`config.mk`:
```
export PLATFORM = sky130hd
export DESIGN_NAME = change_dispenser_flat
export DESIGN_NICKNAME = d
export VERILOG_FILES = /design/src/rtl/change_pkg.sv /design/src/rtl/change_dispenser_if.sv /design/src/rtl/change_dispenser_coin_selector.sv /design/src/rtl/change_dispenser.sv /design/src/flat_wrapper.sv
export SDC_FILE = /design/constraint.sdc
export NUM_CORES = 1
export LEC_CHECK = 0
export ABC_CLOCK_PERIOD_IN_PS = 3600
export CAP_MARGIN = 10
export CORE_ASPECT_RATIO = 1.5
export CORE_MARGIN = 8
export CORE_UTILIZATION = 50
export DETAILED_ROUTE_END_ITERATION = 8
export HOLD_SLACK_MARGIN = 0.02
export PLACE_DENSITY = 0.72
export SLEW_MARGIN = 10
export SYNTH_ARGS = -nofsm -noshare
export SYNTH_HDL_FRONTEND = slang
export SYNTH_SLANG_ARGS = --single-unit
```
`constraint.sdc`:
```
create_clock -name clk -period 3.6 [get_ports clk]
set_input_delay 0.36 -clock clk [delete_from_list [all_inputs] [get_ports clk]]
set_output_delay 0.36 -clock clk [all_outputs]
set_load 0.03 [all_outputs]
```
`src/rtl/change_pkg.sv`:
```
// change_pkg: coin codes, coin value table, FSM states and amount width for the change dispenser
package change_pkg;
  localparam int AW = 11;
  typedef enum logic [2:0] {C_NONE, C_1, C_2, C_5, C_10, C_20, C_50} coin_t;
  typedef enum logic [1:0] {IDLE, SELECT, EJECT, DONE} state_t;
  localparam logic [AW-1:0] COIN_VAL [8] = '{11'd0, 11'd1, 11'd2, 11'd5, 11'd10, 11'd20, 11'd50, 11'd0};
  function automatic logic [AW-1:0] coin_value(input logic [2:0] c);
    return COIN_VAL[c];
  endfunction
endpackage

```
`src/rtl/change_dispenser_if.sv`:
```
// change_dispenser_if: request, ejector, refill and completion signals of the change dispenser
interface change_dispenser_if;
  import change_pkg::*;
  logic req_valid, req_ready;
  logic [AW-1:0] req_amount;
  logic eject_valid, eject_ready;
  logic [2:0] eject_coin;
  logic refill_valid;
  logic [2:0] refill_coin;
  logic [7:0] refill_cnt;
  logic done, error;
  logic [AW-1:0] short_amount;
  modport slave(input req_valid, req_amount, eject_ready, refill_valid, refill_coin, refill_cnt,
                output req_ready, eject_valid, eject_coin, done, short_amount, error);
  modport master(output req_valid, req_amount, eject_ready, refill_valid, refill_coin, refill_cnt,
                 input req_ready, eject_valid, eject_coin, done, short_amount, error);
endinterface

```
`src/rtl/change_dispenser_coin_selector.sv`:
```
// coin_selector: largest non-empty coin whose value fits in the remaining amount
module coin_selector
  import change_pkg::*;
(
  input  logic [AW-1:0] remaining,
  input  logic [5:0]    nonempty,
  output logic          valid,
  output logic [2:0]    coin
);
  always_comb begin
    valid = 1'b0;
    coin = C_NONE;
    for (int i = 0; i < 6; i++)
      if (nonempty[i] && coin_value(3'(i + 1)) <= remaining) begin
        valid = 1'b1;
        coin = 3'(i + 1);
      end
  end
endmodule

```
`src/rtl/change_dispenser.sv`:
```
// change_dispenser: greedy change payout from six saturating coin tubes
module change_dispenser
  import change_pkg::*;
#(
  parameter int TUBE_INIT = 8,
  parameter int TUBE_MAX  = 255
) (
  input logic clk,
  input logic rst,
  change_dispenser_if.slave bus
);
  state_t state, nxt;
  logic [AW-1:0] remaining;
  logic [2:0] coin, sel_coin;
  logic sel_valid, eject_hs;
  logic [5:0] nonempty;
  assign eject_hs = state == EJECT && bus.eject_ready;
  coin_selector u_sel (.remaining(remaining), .nonempty(nonempty), .valid(sel_valid), .coin(sel_coin));
  // Refill and eject may hit the same tube in one cycle; both are folded into one saturating update.
  for (genvar g = 0; g < 6; g++) begin : g_tube
    logic [7:0] cnt;
    logic [8:0] sum;
    assign sum = {1'b0, cnt}
               + (bus.refill_valid && bus.refill_coin == 3'(g + 1) ? {1'b0, bus.refill_cnt} : 9'd0)
               - {8'd0, eject_hs && coin == 3'(g + 1)};
    assign nonempty[g] = |cnt;
    always_ff @(posedge clk or posedge rst)
      if (rst) cnt <= 8'(TUBE_INIT);
      else cnt <= sum > 9'(TUBE_MAX) ? 8'(TUBE_MAX) : sum[7:0];
  end
  always_ff @(posedge clk or posedge rst)
    if (rst) state <= IDLE;
    else state <= nxt;
  always_comb begin
    nxt = state == IDLE   ? (bus.req_valid ? SELECT : IDLE) :
          state == SELECT ? (sel_valid ? EJECT : DONE) :
          state == EJECT  ? (bus.eject_ready ? SELECT : EJECT) : IDLE;
  end
  always_ff @(posedge clk or posedge rst)
    if (rst) begin
      remaining <= '0;
      coin <= C_NONE;
      bus.short_amount <= '0;
      bus.error <= 1'b0;
    end else begin
      if (state == IDLE && bus.req_valid) remaining <= bus.req_amount;
      if (state == SELECT) begin
        coin <= sel_coin;
        if (!sel_valid) begin
          bus.short_amount <= remaining;
          bus.error <= |remaining;
        end
      end
      if (eject_hs) remaining <= remaining - coin_value(coin);
    end
  assign bus.req_ready = state == IDLE;
  assign bus.eject_valid = state == EJECT;
  assign bus.eject_coin = state == EJECT ? coin : C_NONE;
  assign bus.done = state == DONE;
endmodule
```
`src/flat_wrapper.sv`:
```
// flat-port wrapper written by rule: the top's interface ports become plain ports
module change_dispenser_flat import change_pkg::*;
#(
  parameter int TUBE_INIT = 8,
  parameter int TUBE_MAX  = 255
)
  (clk, rst, bus_req_valid, bus_req_amount, bus_eject_ready, bus_refill_valid, bus_refill_coin, bus_refill_cnt, bus_req_ready, bus_eject_valid, bus_eject_coin, bus_done, bus_short_amount, bus_error);
  change_dispenser_if bus_i ();
  input logic clk;
  input logic rst;
  input wire logic [$bits(bus_i.req_valid)-1:0] bus_req_valid;
  input wire logic [$bits(bus_i.req_amount)-1:0] bus_req_amount;
  input wire logic [$bits(bus_i.eject_ready)-1:0] bus_eject_ready;
  input wire logic [$bits(bus_i.refill_valid)-1:0] bus_refill_valid;
  input wire logic [$bits(bus_i.refill_coin)-1:0] bus_refill_coin;
  input wire logic [$bits(bus_i.refill_cnt)-1:0] bus_refill_cnt;
  output wire logic [$bits(bus_i.req_ready)-1:0] bus_req_ready;
  output wire logic [$bits(bus_i.eject_valid)-1:0] bus_eject_valid;
  output wire logic [$bits(bus_i.eject_coin)-1:0] bus_eject_coin;
  output wire logic [$bits(bus_i.done)-1:0] bus_done;
  output wire logic [$bits(bus_i.short_amount)-1:0] bus_short_amount;
  output wire logic [$bits(bus_i.error)-1:0] bus_error;
  assign bus_i.req_valid = bus_req_valid;
  assign bus_i.req_amount = bus_req_amount;
  assign bus_i.eject_ready = bus_eject_ready;
  assign bus_i.refill_valid = bus_refill_valid;
  assign bus_i.refill_coin = bus_refill_coin;
  assign bus_i.refill_cnt = bus_refill_cnt;
  assign bus_req_ready = bus_i.req_ready;
  assign bus_eject_valid = bus_i.eject_valid;
  assign bus_eject_coin = bus_i.eject_coin;
  assign bus_done = bus_i.done;
  assign bus_short_amount = bus_i.short_amount;
  assign bus_error = bus_i.error;
  change_dispenser #(.TUBE_INIT(TUBE_INIT), .TUBE_MAX(TUBE_MAX)) u_core (.clk(clk), .rst(rst), .bus(bus_i));
endmodule
```
# --- Word level (Yosys, flattened, before mapping) ---
# Memories as Yosys holds them, arrays and structs flattened.
# Cells that the tools add are included.
op_classes:
  multipliers: 0
  n_eq_ne: 15
  n_lt_le_gt_ge: 13
  div: 0
  shift: 0
  n_addsub: 13
  reduce_logical: 30
  n_mux: 35
  bitwise: 2
op_table:
  columns: ["operator", "count"]
  rows:
  - ["two-way mux 8 bit", 12]
  - ["adder 8 x 9 -> 9 bit", 6]
  - ["greater-than comparator 9 x 8 -> 1 bit (second input constant)", 6]
  - ["subtractor 9 x 1 -> 9 bit", 6]
  - ["OR reduction 8 bit", 6]
  - ["two-way mux 11 bit", 4]
  - ["logical AND 1 bit", 20]
  - ["== test 3 bit (second input constant)", 6]
  - ["two-way mux 3 bit", 6]
  - ["== test 3 x 2 -> 1 bit (second input constant)", 4]
  - ["less-or-equal comparator 1 x 11 -> 1 bit (first input constant)", 1]
  - ["less-or-equal comparator 2 x 11 -> 1 bit (first input constant)", 1]
  - ["less-or-equal comparator 3 x 11 -> 1 bit (first input constant)", 1]
  - ["less-or-equal comparator 4 x 11 -> 1 bit (first input constant)", 1]
  - ["less-or-equal comparator 5 x 11 -> 1 bit (first input constant)", 1]
  - ["less-or-equal comparator 6 x 11 -> 1 bit (first input constant)", 1]
  - ["OR reduction 11 bit", 1]
  - ["subtractor 11 bit", 1]
  - ["two-way mux 1 bit", 9]
  - ["two-way mux 2 bit", 4]
  - ["== test 3 x 1 -> 1 bit (second input constant)", 2]
  - ["== test 2 bit (second input constant)", 2]
  - [">= comparator 4 bit (second input constant)", 1]
  - ["NOT 3 -> 4 bit", 1]
  - ["5 further kinds", 5]
totals:
  latch_bits: 0
  n_memories: 1
  ram_bits: 0
  rom_bits: 88
  ff_bits: 76
memory_table:
  columns: ["memory", "words", "width", "read_ports", "rd_ports_with_merged_regs", "wr", "line_no", "source"]
  rows:
  - ["(name not given)", 8, 11, 1, 0, 0, "change_pkg.sv:8", "return COIN_VAL[c];"]

# --- Longest topological paths before layout ---
# Gate-level depths: netlist of the first run.
logic_depth:
  ltp_word: 11
  mapped_depth: 15
  depth_no_buf: 14

# --- By module ---
# A second synthesis of the first run with hierarchy kept.
unflattened:
  cells_unflattened: 809
  hier_area_um2: 6702.7
by_module_without_submodules:
  columns: ["mod", "area_each_um2", "cells_per_inst", "seq_area_each_um2", "n_inst"]
  rows:
  - ["change_dispenser", 6458.7, 772, 1909.3, 1]
  - ["coin_selector", 244.0, 37, 0.0, 1]

# --- Worst setup path before layout of the first run ---
# No wires, ideal clock.
synth_timing:
  path_kind: "register -> register"
  startpoint: "register u_core.state[1]"
  endpoint: "register u_core.g_tube[5].cnt[1]"
  stages_incl_launch_ff: 16
  path_slack_ps: 68
  arrival_ps: 3404
  synth_period_minus_slack_ps: 3532
  setup_time_ps: 127
  path_cell_list: "dfrtp_1 nor2b_1 clkbuf_2 nand2_1 clkbuf_1 nor2_1 ha_1 inv_1 ha_1 fa_1 a21o_1 a21oi_1 o2111ai_1 a21oi_1 xnor2_1 or2_2"
synth_via:
  elab_chain_len: 6
synth_rtl:
  columns: ["element", "line_no", "source"]
  rows:
  - ["start, declared", "change_dispenser.sv:12", "state_t state, nxt;"]
  - ["start signal, assigned", "change_dispenser.sv:33", "else state <= nxt;"]
  - ["== test 2 bit *", null, null]
  - ["named net bus_eject_valid", "flat_wrapper.sv:18", "output wire logic [$bits(bus_i.eject_valid)-1:0] bus_eject_valid;"]
  - ["logical AND 1 bit *", "change_dispenser.sv:17", "assign eject_hs = state == EJECT && bus.eject_ready;"]
  - ["logical AND 1 bit *", "change_dispenser.sv:25", "- {8'd0, eject_hs && coin == 3'(g + 1)};"]
  - ["subtractor 9 x 1 -> 9 bit *", "change_dispenser.sv:25", null]
  - ["greater-than comparator 9 x 8 -> 1 bit", "change_dispenser.sv:29", "else cnt <= sum > 9'(TUBE_MAX) ? 8'(TUBE_MAX) : sum[7:0];"]
  - ["two-way mux 8 bit *", "change_dispenser.sv:29", null]
  - ["end signal, assigned", "change_dispenser.sv:28", "if (rst) cnt <= 8'(TUBE_INIT);"]
  - ["end signal, assigned", "change_dispenser.sv:29", null]
  - ["end, declared", "change_dispenser.sv:21", "logic [7:0] cnt;"]
# The timed path passes the listed nets; every way through them passes the cells marked *.
# A chain may end at the register's enable or synchronous reset.

# --- Worst setup path in the final report of the first run ---
layout_timing:
  startpoint: "register u_core.state[0]"
  endpoint: "register u_core.g_tube[1].cnt[4]"
layout_via:
  elab_chain_len: 6
layout_rtl:
  columns: ["element", "line_no"]
  rows:
  - ["== test 2 bit *", "change_dispenser.sv:17"]
  - ["logical AND 1 bit *", "change_dispenser.sv:17"]
  - ["logical AND 1 bit *", "change_dispenser.sv:25"]
  - ["subtractor 9 x 1 -> 9 bit *", "change_dispenser.sv:25"]
  - ["greater-than comparator 9 x 8 -> 1 bit", "change_dispenser.sv:29"]
  - ["two-way mux 8 bit *", "change_dispenser.sv:29"]
  - ["end signal, assigned", "change_dispenser.sv:28"]
  - ["end signal, assigned", "change_dispenser.sv:29"]
  - ["end, declared", "change_dispenser.sv:21"]
# Mark *: on every way between the ends. The rest lies on a longest branch, timed or not.

==> load_flow_metrics.sql, run 1 <==
INSERT INTO impl_metrics (metric_group, metric, value, unit) VALUES
('clock_tree', 'clk_pin_slew_worst_paths', '0.06', 'ns'),
('layout', 'area.sequential', '0.001909', 'mm²'),
('yosys', 'number_of_enable_flip_flop_cells_after_synthesis', '0', ''),
('yosys', 'ys_warn_count', '0', ''),
('yosys', 'synth_async_sr_flop_share', '1.000', ''),
('worst_setup_path', 'regToRegEndpoint', 'u_core.g_tube[1].cnt[4]', ''),
('power_and_ir_drop', 'combinationalPowerShare', '0.647', ''),
('power_and_ir_drop', 'switchingPower', '2920', 'µW'),
('worst_setup_path', 'worst-endpoint-arrival', '3.53', 'ns'),
('yosys', 'synth.lib_cells_used.distinct', '46', ''),
('clock_tree', 'cts_max_path_buffers', '2', ''),
('layout', 'area_delta_synth_final', '16.64', '%'),
('power_and_ir_drop', 'share_seq_of_total_power', '0.218', ''),
('layout', 'n_fill_cell', '1147', ''),
('timing', 'finalClockSkew', '0.005575', 'ns'),
('power_and_ir_drop', 'p_sw_frac', '0.4352', ''),
('placement', 'dp_hpwl', '12140', 'µm'),
('routing', 'route.final.wire_length', '14840', 'µm'),
('worst_setup_path', 'timing.critical_path.fanout_max', '8', ''),
('timing', 'final.setup.tns', '0', 'ns'),
('routing', 'drt_first_iter_violations', '144', ''),
('yosys', 'synth_top_cell_area_share', '0.2721', ''),
('floorplan', 'initial_utilization', '0.5044', ''),
('routing', 'antenna_violating_nets_post_route', '0', ''),
('layout', 'drive_gt1_frac', '0.08554', ''),
('worst_setup_path', 'critPathSlowestCell', 'dfrtp_1', ''),
('floorplan', 'die-width', '108.6', 'µm'),
('timing', 'setup_ws_post_layout', '0.2957', 'ns'),
('clock_tree', 'cts_post_setup_buffers_inserted', '0', ''),
('worst_setup_path', 'critPathBufInv', '2', ''),
('layout', 'layout.nets', '965', ''),
('worst_setup_path', 'crit_chain', 'nor2b_1 > nand2_1 > nor3b_1 > ha_1 > inv_1 > ha_1 > fa_1 > a21o_1 > a21oi_1 > o2111ai_1 > a21oi_1 > xnor2_1 > buf_4 > nand2b_1', ''),
('worst_setup_path', 'regToRegSetupSlack', '0.30', 'ns'),
('timing', 'setup_viol_count_final', '0', ''),
('clock_tree', 'cts_num_sinks', '76', ''),
('clock_tree', 'numCtsBuffers', '9', ''),
('status', 'status', 'finished clean', ''),
('floorplan', 'design.portCount', '45', ''),
('floorplan', 'floorplan.die.height', '155.0', 'µm'),
('yosys', 'synth_area_leader_cell', 'dfrtp_1', ''),
('worst_setup_path', 'cp_top_family', 'simple AND/OR/NAND/NOR gates', ''),
('clock_tree', 'ctsHtreeMaxLevel', '3', ''),
('layout', 'most-common-layout-cells', '158 x inv_1, 106 x ha_1, 88 x nand2_1', ''),
('yosys', 'synth.cell_area', '0.006437', 'mm²'),
('clock_tree', 'cts-root-buf', 'clkbuf_16', ''),
('power_and_ir_drop', 'power_frac_clock', '0.136', ''),
('worst_setup_path', 'path_class', 'register to register', ''),
('timing', 'layout_min_cycle_time', '3.304', 'ns'),
('yosys', 'synthFlopType', 'dfrtp_1', ''),
('global_routing', 'grtUsageTotal', '0.1854', ''),
('power_and_ir_drop', 'cellPowerDensity', '893.6', 'mW/mm²'),
('power_and_ir_drop', 'peakVddDrop', '0.4512', 'mV'),
('timing', 'tightest_slew', '0.7560', 'ns'),
('worst_setup_path', 'cell_depth_of_the_worst_flop_to_flop_path', '14', ''),
('yosys', 'synthCells', '753', ''),
('yosys', 'postSynthRegisterBits', '76', ''),
('clock_tree', 'worstSkewPairLatency', '0.34', 'ns'),
('job', 'drv.max_cap_violation_count', '0', ''),
('timing', 'maxClockFrequency', '0.3026', 'GHz'),
('yosys', 'postSynthNetCount', '893', ''),
('worst_setup_path', 'worstSetupPathDepth', '14', ''),
('floorplan', 'design.die.area', '0.01684', 'mm²'),
('worst_setup_path', 'crit_path_start', 'u_core.state[0]', ''),
('placement', 'detailedPlace.worstSlack', '0.009540', 'ns'),
('routing', 'drt-vias-per-instance', '5.282', ''),
('clock_tree', 'cts_tree', 'yes', ''),
('worst_hold_path', 'holdCritPathClass', 'input pin to async pin', ''),
('power_and_ir_drop', 'intPower', '3790', 'µW'),
('yosys', 'synthesis.area_per_instance', '8.549', 'µm²'),
('routing', 'drt_drc_violations_left', '0', ''),
('global_routing', 'antenna_violations_before_repair', '0', '');
-- synthesized netlist by cell type, types with 2 or more instances --
master	n
nor3b_1	4
o41ai_1	6
or2_2	12
a31oi_1	4
dfrtp_1	70
nand3_1	5
mux2i_1	3
nor3_1	10
a21o_1	14
nor4_1	12
a21oi_1	24
nand2_1	88
o21a_1	3
nor2b_1	9
nand2b_1	40
ha_1	106
clkbuf_1	3
nor2_1	48
dfstp_2	6
o311ai_0	2
mux2_4	9
o31ai_1	3
xnor2_1	18
fa_1	7
xor2_1	27
o21ai_0	13
inv_1	159
o211ai_1	9
and2_1	8
a211oi_1	7
a311oi_1	2
o2111ai_1	6
mux2_2	3
-- sequential cells by signal, indices dropped and copies added (netlist names) --
| name | count |
|---|---|
| u_core.g_tube.cnt | 48 |
| u_core.remaining | 11 |
| u_core.bus.error | 1 |
| u_core.state | 2 |
| u_core.coin | 3 |
| u_core.bus.short_amount | 11 |
-- worst min-delay path, delay by kind of cell --
family                 cells  cell delay, ns
buffers and inverters      3            0.78
-- power groups by stage --
stage	combinational [µW]	sequential, µW	clock, µW
3_5_place_dp	4330	1470	0
4_1_cts	4370	1460	930
6_report	4340	1460	909
3_3_place_gp	4150	1460	0
5_1_grt	4920	1500	968
2_1_floorplan	3280	1390	0
-- per-layer routing --
layer | vias to the layer above | global-route usage | wire length (µm)
li1 | 2590 | - | -
met4 | 0 | 0.08579 | 456
met3 | 31 | 0.02981 | 675
met2 | 134 | 0.3404 | 7764
met1 | 2469 | 0.1991 | 5948
met5 | - | 0 | 0
-- per-stage QoR --
stage / cells / utilization / power, µW / cell area (µm²)
after floorplan: 753 / - / 4668 / 6437
after global placement: 973 / 0.5653 / 5613 / 7214
after detailed placement: 973 / 0.5653 / 5804 / 7214
after CTS: 989 / 0.5883 / 6759 / 7508
after global routing: 989 / 0.5883 / 7389 / 7508
final: 989 / 0.5883 / 6710 / 7508
-- how the worst min path moves through the flow --
stage               slack, ns                         from                           to
finish                   0.40                          rst      u_core.g_tube[3].cnt[1]
global route             0.45                          rst      u_core.g_tube[3].cnt[2]
CTS                      0.40                          rst      u_core.g_tube[3].cnt[1]
detailed placement       0.50   u_core.bus.short_amount[7]   u_core.bus.short_amount[7]
global placement         0.49  u_core.bus.short_amount[10]  u_core.bus.short_amount[10]
floorplan                0.47              bus_eject_ready              u_core.state[1]
-- logic make-up (layout without fill, tap and decap cells) --
logic type / Yosys count / after routing / synth area share
AND/OR/NAND/NOR: 241 / 241 / 0.1811
buffers and inverters: 164 / 241 / 0.09699
adder cells (fa/ha/maj): 113 / 113 / 0.2278
AO/OA/AOI/OAI: 99 / 99 / 0.1053
flip-flops: 76 / 76 / 0.2966
XOR/XNOR: 45 / 45 / 0.06122
multiplexers: 15 / 15 / 0.03090
-- final cells by class --
class / instances / share of cell area
multi-input cells: 513 / 0.5199
flip-flops and latches: 76 / 0.2543
repair buffers: 66 / 0.08065
inverters: 159 / 0.07949
clock buffers: 11 / 0.03099
well taps: 159 / 0.02650
clock inverters: 5 / 0.008165
(Power assumes the default switching activity.)
==> inputs of run 2 (changes only) <==
--- a/config.mk
+++ b/config.mk
@@ -8,7 +8,7 @@
 export ABC_CLOCK_PERIOD_IN_PS = 3600
 export CAP_MARGIN = 10
 export CORE_ASPECT_RATIO = 1.5
-export CORE_MARGIN = 8
+export CORE_MARGIN = 2
 export CORE_UTILIZATION = 50
 export DETAILED_ROUTE_END_ITERATION = 8
 export HOLD_SLACK_MARGIN = 0.02
==> run 2 against run 1 <==
Against the previous run: cell count fell by 0.10%; global-route usage is 4.5 points higher; maximum frequency is 1.2% lower; first-iteration DRC count is 9.7% higher; register-to-register slack got worse by 0.04 ns; sequential power about the same; wire length rose by 1.6%; utilization rose by 1.3 points; clock skew hardly changed; largest cell class unchanged; setup slack got worse by 0.041 ns; via count increased by 1.3%; worst hold slack improved by 0.0090 ns; highest routed layer unchanged.
==> load_flow_metrics.sql, run 2 (same netlist as run 1, synthesis figures left out) <==
INSERT INTO impl_metrics (metric_group, metric, value, unit) VALUES
('worst_setup_path', 'path_class', 'register to register', ''),
('worst_setup_path', 'crit_chain', 'nor2b_1 > nand2_1 > nor3b_1 > buf_4 > ha_1 > inv_1 > ha_1 > fa_1 > a21o_1 > a21oi_1 > o2111ai_1 > a21oi_1 > xnor2_1 > buf_4 > nand2b_1', ''),
('power_and_ir_drop', 'power.static_leakage', '0.003876', 'µW'),
('clock_tree', 'cts-root-buf', 'clkbuf_16', ''),
('job', 'drv.max_cap_violation_count', '0', ''),
('floorplan', 'design.portCount', '45', ''),
('worst_setup_path', 'worst-endpoint-arrival', '3.57', 'ns'),
('clock_tree', 'cts_max_path_buffers', '2', ''),
('power_and_ir_drop', 'peakVddDrop', '0.4749', 'mV'),
('floorplan', 'core-area', '0.01251', 'mm²'),
('worst_hold_path', 'holdCritPathClass', 'input pin to async pin', ''),
('floorplan', 'initial_utilization', '0.5145', ''),
('timing', 'finalClockSkew', '0.005918', 'ns'),
('global_routing', 'grtUsageTotal', '0.2304', ''),
('layout', 'finalNonFillerCells', '988', ''),
('worst_setup_path', 'critPathSlowestCell', 'dfrtp_1', ''),
('clock_tree', 'worstSkewPairLatency', '0.33', 'ns'),
('routing', 'route.vias.total', '5293', ''),
('placement', 'number_of_cells_after_detailed_placement', '972', ''),
('placement', 'dp_hpwl', '12150', 'µm'),
('layout', 'area_delta_synth_final', '16.95', '%'),
('timing', 'final_hold_viol_count', '0', ''),
('power_and_ir_drop', 'p_total', '6798', 'µW'),
('timing', 'tightest_slew', '0.7561', 'ns'),
('worst_setup_path', 'crit_path_max_incr_delay', '0.41', 'ns'),
('routing', 'drt-wirelength-per-cell', '15.26', 'µm'),
('timing', 'final.setup.tns', '0', 'ns'),
('timing', 'setup_viol_count_final', '0', ''),
('routing', 'drt_first_iter_violations', '158', ''),
('layout', 'mostFrequentLayoutCell', 'inv_1', ''),
('worst_setup_path', 'regToRegSetupSlack', '0.25', 'ns'),
('floorplan', 'die-width', '96.65', 'µm'),
('status', 'status', 'finished clean', ''),
('worst_setup_path', 'timing.critical_path.fanout_max', '9', ''),
('layout', 'most-common-layout-cells', '158 x inv_1, 106 x ha_1, 88 x nand2_1', ''),
('layout', 'num_antenna_cells', '0', ''),
('clock_tree', 'numCtsBuffers', '9', ''),
('routing', 'route.final.wire_length', '15080', 'µm'),
('layout', 'layout.nets', '967', ''),
('clock_tree', 'cts_num_sinks', '76', ''),
('timing', 'rsz0062_at_grt', 'no', ''),
('power_and_ir_drop', 'intPower', '3826', 'µW'),
('routing', 'drt_drc_violations_left', '0', ''),
('global_routing', 'antenna_violations_before_repair', '0', ''),
('global_routing', 'globalRoute.totalOverflow', '0', ''),
('clock_tree', 'ctsHtreeMaxLevel', '3', ''),
('power_and_ir_drop', 'combinationalPowerShare', '0.649', ''),
('global_routing', 'via_count_of_the_first_global_routing_pass', '5675', ''),
('worst_setup_path', 'crit_path_start_kind', 'register', ''),
('timing', 'timing.final.crit_share', '0.9293', ''),
('worst_setup_path', 'regToRegStartpoint', 'u_core.state[1]', ''),
('timing', 'maxClockFrequency', '0.2989', 'GHz'),
('placement', 'place.port_buffers', '44', ''),
('worst_setup_path', 'cell_depth_of_the_worst_flop_to_flop_path', '15', ''),
('layout', 'largest_register', 'u_core.g_tube.cnt', ''),
('routing', 'drt-vias-per-instance', '5.357', ''),
('worst_setup_path', 'regToRegEndpoint', 'u_core.g_tube[0].cnt[5]', ''),
('timing', 'layout_min_cycle_time', '3.345', 'ns'),
('layout', 'n_fill_cell', '1138', ''),
('clock_tree', 'cts_tree', 'yes', ''),
('clock_tree', 'ctsHoldBuffers', '0', ''),
('power_and_ir_drop', 'power_frac_clock', '0.134', ''),
('clock_tree', 'ctsResizeCount', '0', ''),
('placement', 'gpl.final_weighted_congestion', '0.8857', ''),
('timing', 'slew-limit-headroom', '0.4959', ''),
('worst_setup_path', 'required', '3.82', 'ns'),
('power_and_ir_drop', 'cellPowerDensity', '903.0', 'mW/mm²'),
('layout', 'largest_register_ffs', '48', ''),
('worst_setup_path', 'end_kind', 'register', ''),
('timing', 'finalMaxSlewViolations', '0', ''),
('layout', 'final_util', '0.6017', ''),
('global_routing', 'pin_count_of_the_biggest_net_entering_global_routing', '29', ''),
('layout', 'reg.largest.list', 'u_core.g_tube.cnt: 48 flops, u_core.bus.short_amount: 11 flops, u_core.remaining: 11 flops', ''),
('routing', 'antenna_violating_nets_post_route', '0', ''),
('floorplan', 'design.die.area', '0.01382', 'mm²'),
('power_and_ir_drop', 'switchingPower', '2972', 'µW'),
('power_and_ir_drop', 'p_sw_frac', '0.4372', ''),
('layout', 'drive_gt1_frac', '0.09014', ''),
('floorplan', 'floorplan.die.height', '143.0', 'µm'),
('clock_tree', 'cts_post_setup_buffers_inserted', '0', ''),
('clock_tree', 'clk_pin_slew_worst_paths', '0.06', 'ns'),
('power_and_ir_drop', 'share_seq_of_total_power', '0.216', ''),
('floorplan', 'row_cnt', '50', ''),
('global_routing', 'grt_first_pass_wirelength', '25880', 'µm'),
('routing', 'drt_first_pass_iters', '5', '');
## run 2: cell count changes in the layout (fill, tap and decap cells not counted), sizes merged
cell      delta
inv          -1
clkinvlp     -1
clkbuf       -1
clkinv       +3
buf          +2
## run 2: layout make-up
class                      count  area (µm²)  area share
multi-input combinational    513        3904      0.5185
sequential                    76        1909      0.2536
timing repair buffer          68       620.6     0.08243
inverter                     159       596.8     0.07928
clock buffer                  10       239.0     0.03174
tap                          156       195.2     0.02593
clock inverter                 6       63.81    0.008476
## run 2: stage by stage
stage,cell area (µm²),setup WS [ns],hold slack (ns)
2_1_floorplan,6437,0.06831,0.4684
5_1_grt,7528,0.007253,0.4821
6_report,7528,0.2547,0.4088
3_3_place_gp,7226,-0.03185,0.4889
3_5_place_dp,7226,-0.1153,0.4962
4_1_cts,7528,0.2134,0.4260
## run 2: power groups by stage
stage | logic [µW] | clock network, µW | registers [µW]
2_1_floorplan | 3280 | 0 | 1390
3_3_place_gp | 4170 | 0 | 1470
3_5_place_dp | 4380 | 0 | 1480
4_1_cts | 4420 | 925 | 1470
5_1_grt | 5010 | 965 | 1510
6_report | 4420 | 912 | 1470
## run 2: worst max-delay path by stage
stage                     start                       to
5_1_grt        bus_refill_valid  u_core.g_tube[3].cnt[4]
4_1_cts        bus_refill_valid  u_core.g_tube[3].cnt[4]
3_3_place_gp   bus_refill_valid  u_core.g_tube[3].cnt[4]
3_5_place_dp   bus_refill_valid  u_core.g_tube[3].cnt[4]
2_1_floorplan   u_core.state[1]  u_core.g_tube[5].cnt[1]
6_report        u_core.state[1]  u_core.g_tube[0].cnt[5]
## run 2: worst max-delay path: cells and delay by family (launching register included)
| family | cells | cell delay, ns |
|---|---|---|
| flops | 1 | 0.41 |
| buf+inv | 3 | 0.36 |
| xor+xnor | 1 | 0.13 |
| compound gates | 4 | 0.78 |
| simple gates | 4 | 0.67 |
| fa+ha+maj | 3 | 0.88 |
## run 2: metal layers
layer,vias to the layer above,share of wire,track usage
met2,123,0.54,0.4390
met3,23,0.032,0.03377
met4,0,0.022,0.09933
met5,-,0,0
met1,2548,0.41,0.2525
li1,2599,-,-
==> inputs of run 3 (changes only) <==
--- a/config.mk
+++ b/config.mk
@@ -12,6 +12,7 @@
 export CORE_UTILIZATION = 50
 export DETAILED_ROUTE_END_ITERATION = 8
 export HOLD_SLACK_MARGIN = 0.02
+export MAX_ROUTING_LAYER = met4
 export PLACE_DENSITY = 0.72
 export SLEW_MARGIN = 10
 export SYNTH_ARGS = -nofsm -noshare
==> run 3 against run 2 <==
Against the previous run: combinational power is 2% lower; utilization is 0.090 points lower; sequential power is essentially flat; clock skew hardly changed; wire length shrank 1.8%; register-to-register slack gained 0.02 ns; global-route usage barely moved; die area unchanged; highest routed layer unchanged; clock power increased by 2%; largest power group unchanged; design area shrank 0.15%; critical path depth fell by 1.
==> load_flow_metrics.sql, run 3 (same netlist as run 1, synthesis figures left out) <==
INSERT INTO impl_metrics (metric_group, metric, value, unit) VALUES
('timing', 'setup_viol_count_final', '0', ''),
('global_routing', 'via_count_of_the_first_global_routing_pass', '5469', ''),
('layout', 'largest_register_ffs', '48', ''),
('power_and_ir_drop', 'power_frac_clock', '0.137', ''),
('global_routing', 'pin_count_of_the_biggest_net_entering_global_routing', '38', ''),
('placement', 'detailedPlace.worstSlack', '-0.09867', 'ns'),
('floorplan', 'initial_utilization', '0.5145', ''),
('layout', 'layout.nets', '963', ''),
('layout', 'area_delta_synth_final', '16.77', '%'),
('clock_tree', 'cts_num_sinks', '76', ''),
('routing', 'route.vias.total', '5289', ''),
('layout', 'drive_gt1_frac', '0.09058', ''),
('floorplan', 'design.die.area', '0.01382', 'mm²'),
('floorplan', 'core-area', '0.01251', 'mm²'),
('worst_setup_path', 'crit_path_max_incr_delay', '0.48', 'ns'),
('layout', 'num_antenna_cells', '0', ''),
('routing', 'm1WireLength', '5619', 'µm'),
('worst_hold_path', 'holdCritPathClass', 'input pin to async pin', ''),
('clock_tree', 'worstSkewPairLatency', '0.34', 'ns'),
('worst_setup_path', 'crit_path_start_kind', 'register', ''),
('timing', 'timing.final.crit_share', '0.9225', ''),
('routing', 'antenna_violating_nets_post_route', '0', ''),
('layout', 'most-common-layout-cells', '158 x inv_1, 106 x ha_1, 87 x nand2_1', ''),
('timing', 'whs', '0.5103', 'ns'),
('power_and_ir_drop', 'peakVddDrop', '0.5752', 'mV'),
('floorplan', 'die-width', '96.65', 'µm'),
('worst_setup_path', 'crit_chain', 'inv_1 > ha_1 > nand2_1 > nor2_1 > ha_1 > inv_1 > ha_1 > fa_1 > a21o_1 > a21oi_1 > o2111ai_1 > a21oi_2 > xnor2_2 > or2_2', ''),
('power_and_ir_drop', 'p_sw_frac', '0.4382', ''),
('routing', 'top_routing_layer_in_use', 'met4', ''),
('routing', 'route.final.wire_length', '14800', 'µm'),
('placement', 'number_of_cells_after_detailed_placement', '968', ''),
('timing', 'tightest_slew', '0.8115', 'ns'),
('global_routing', 'grt_first_pass_wirelength', '24980', 'µm'),
('routing', 'drt_first_iter_violations', '153', ''),
('routing', 'dr_wl_met2', '8080', 'µm'),
('global_routing', 'antenna_violations_before_repair', '0', ''),
('routing', 'drt_drc_violations_left', '0', ''),
('job', 'drv.max_cap_violation_count', '0', ''),
('layout', 'finalNonFillerCells', '984', ''),
('power_and_ir_drop', 'cellPowerDensity', '896.9', 'mW/mm²'),
('timing', 'rsz0062_at_grt', 'no', ''),
('placement', 'dp_hpwl', '11880', 'µm'),
('clock_tree', 'clk_pin_slew_worst_paths', '0.06', 'ns'),
('global_routing', 'grtUsageTotal', '0.2305', ''),
('placement', 'gpl.final_weighted_congestion', '0.9068', ''),
('layout', 'largest_register', 'u_core.g_tube.cnt', ''),
('power_and_ir_drop', 'combinationalPowerShare', '0.645', ''),
('routing', 'drt-wirelength-per-cell', '15.04', 'µm'),
('timing', 'final.setup.tns', '0', 'ns'),
('layout', 'reg.largest.list', 'u_core.g_tube.cnt: 48 flops, u_core.bus.short_amount: 11 flops, u_core.remaining: 11 flops', ''),
('power_and_ir_drop', 'power.static_leakage', '0.003864', 'µW'),
('timing', 'finalMaxSlewViolations', '0', ''),
('clock_tree', 'numCtsBuffers', '9', ''),
('timing', 'slew-limit-headroom', '0.4582', ''),
('clock_tree', 'cts_max_path_buffers', '2', ''),
('routing', 'drt-vias-per-instance', '5.375', ''),
('clock_tree', 'cts-root-buf', 'clkbuf_16', ''),
('worst_setup_path', 'timing.critical_path.mode_cell', 'ha_1', ''),
('worst_setup_path', 'worst-endpoint-arrival', '3.54', 'ns'),
('timing', 'finalClockSkew', '0.005436', 'ns'),
('power_and_ir_drop', 'switchingPower', '2954', 'µW'),
('clock_tree', 'cts_tree', 'yes', ''),
('power_and_ir_drop', 'share_seq_of_total_power', '0.217', ''),
('power_and_ir_drop', 'intPower', '3787', 'µW'),
('placement', 'place.port_buffers', '44', ''),
('worst_setup_path', 'required', '3.82', 'ns'),
('worst_setup_path', 'timing.critical_path.fanout_max', '8', ''),
('layout', 'mostFrequentLayoutCell', 'inv_1', ''),
('worst_setup_path', 'path_class', 'register to register', ''),
('routing', 'wl_met3', '599', 'µm'),
('global_routing', 'globalRoute.totalOverflow', '0', ''),
('floorplan', 'row_cnt', '50', ''),
('timing', 'final_hold_viol_count', '0', ''),
('worst_setup_path', 'end_kind', 'register', ''),
('routing', 'drt_first_pass_iters', '4', ''),
('floorplan', 'floorplan.die.height', '143.0', 'µm'),
('timing', 'maxClockFrequency', '0.3011', 'GHz'),
('status', 'status', 'finished clean', ''),
('clock_tree', 'ctsHtreeMaxLevel', '3', ''),
('floorplan', 'design.portCount', '45', ''),
('worst_setup_path', 'critPathSlowestCell', 'fa_1', ''),
('timing', 'setup_ws_post_layout', '0.2789', 'ns'),
('timing', 'layout_min_cycle_time', '3.321', 'ns');
-- run 3: layout make-up --
cell class / count / area [µm²]
Clock buffer: 10 / 239.0
Clock inverter: 6 / 63.81
Fill cell: 1102 / 4995
Inverter: 159 / 596.8
Multi-Input combinational cell: 513 / 3923
Sequential cell: 76 / 1909
Tap cell: 156 / 195.2
Timing Repair Buffer: 64 / 590.6
-- run 3: stage by stage --
| stage | area (µm²) | util | total power, µW |
|---|---|---|---|
| after CTS | 7498 | 0.5993 | 6741 |
| final | 7517 | 0.6008 | 6742 |
| after global routing | 7517 | 0.6008 | 7406 |
| after floorplan | 6437 | - | 4668 |
| after global placement | 7196 | 0.5751 | 5595 |
| after detailed placement | 7196 | 0.5751 | 5774 |
-- run 3: critical path: cells and delay by family (launching register included) --
| kind | cells | cell delay (ns) |
|---|---|---|
| AOI/OAI and AO/OA | 4 | 0.81 |
| xor gates and xnor gates | 1 | 0.15 |
| DFF | 1 | 0.37 |
| adders and majority gates | 4 | 1.23 |
| and+or+nand+nor | 3 | 0.48 |
| buffers and inverters | 2 | 0.16 |
-- run 3: final timing paths --
| kind | start | depth (start not counted) | end | slack [ns] |
|---|---|---|---|---|
| worst max-delay path | u_core.coin[0] | 14 | u_core.g_tube[5].cnt[0] | 0.28 |
| worst min-delay path | rst | 2 | u_core.bus.short_amount[3] | 0.51 |
| worst max register to register | u_core.coin[0] | 14 | u_core.g_tube[5].cnt[0] | 0.28 |
| worst min register to register | u_core.bus.short_amount[10] | 1 | u_core.bus.short_amount[10] | 0.51 |
| max in group asynchronous | rst | 3 | u_core.g_tube[4].cnt[3] | 2.19 |
| min in group clk | u_core.bus.short_amount[10] | 1 | u_core.bus.short_amount[10] | 0.51 |
-- run 3: repair_timing --
item,CTS,global route
hold buffers,0,0
endpoints found under the setup margin,0,10
buffers inserted,0,0
gates resized for setup,0,4
-- run 3: power by group through the flow --
stage | combinational, µW | sequential (µW) | clock [µW]
after global routing | 4930 | 1500 | 971
after floorplan | 3280 | 1390 | 0
final | 4350 | 1470 | 926
after global placement | 4130 | 1460 | 0
after detailed placement | 4300 | 1480 | 0
after CTS | 4340 | 1460 | 941
-- run 3: metal layers --
metal / track usage / vias up
met2: 0.4364 / 134
met4: 0.09563 / 0
met1: 0.2346 / 2534
met5: - / -
li1: - / 2588
met3: 0.03720 / 33
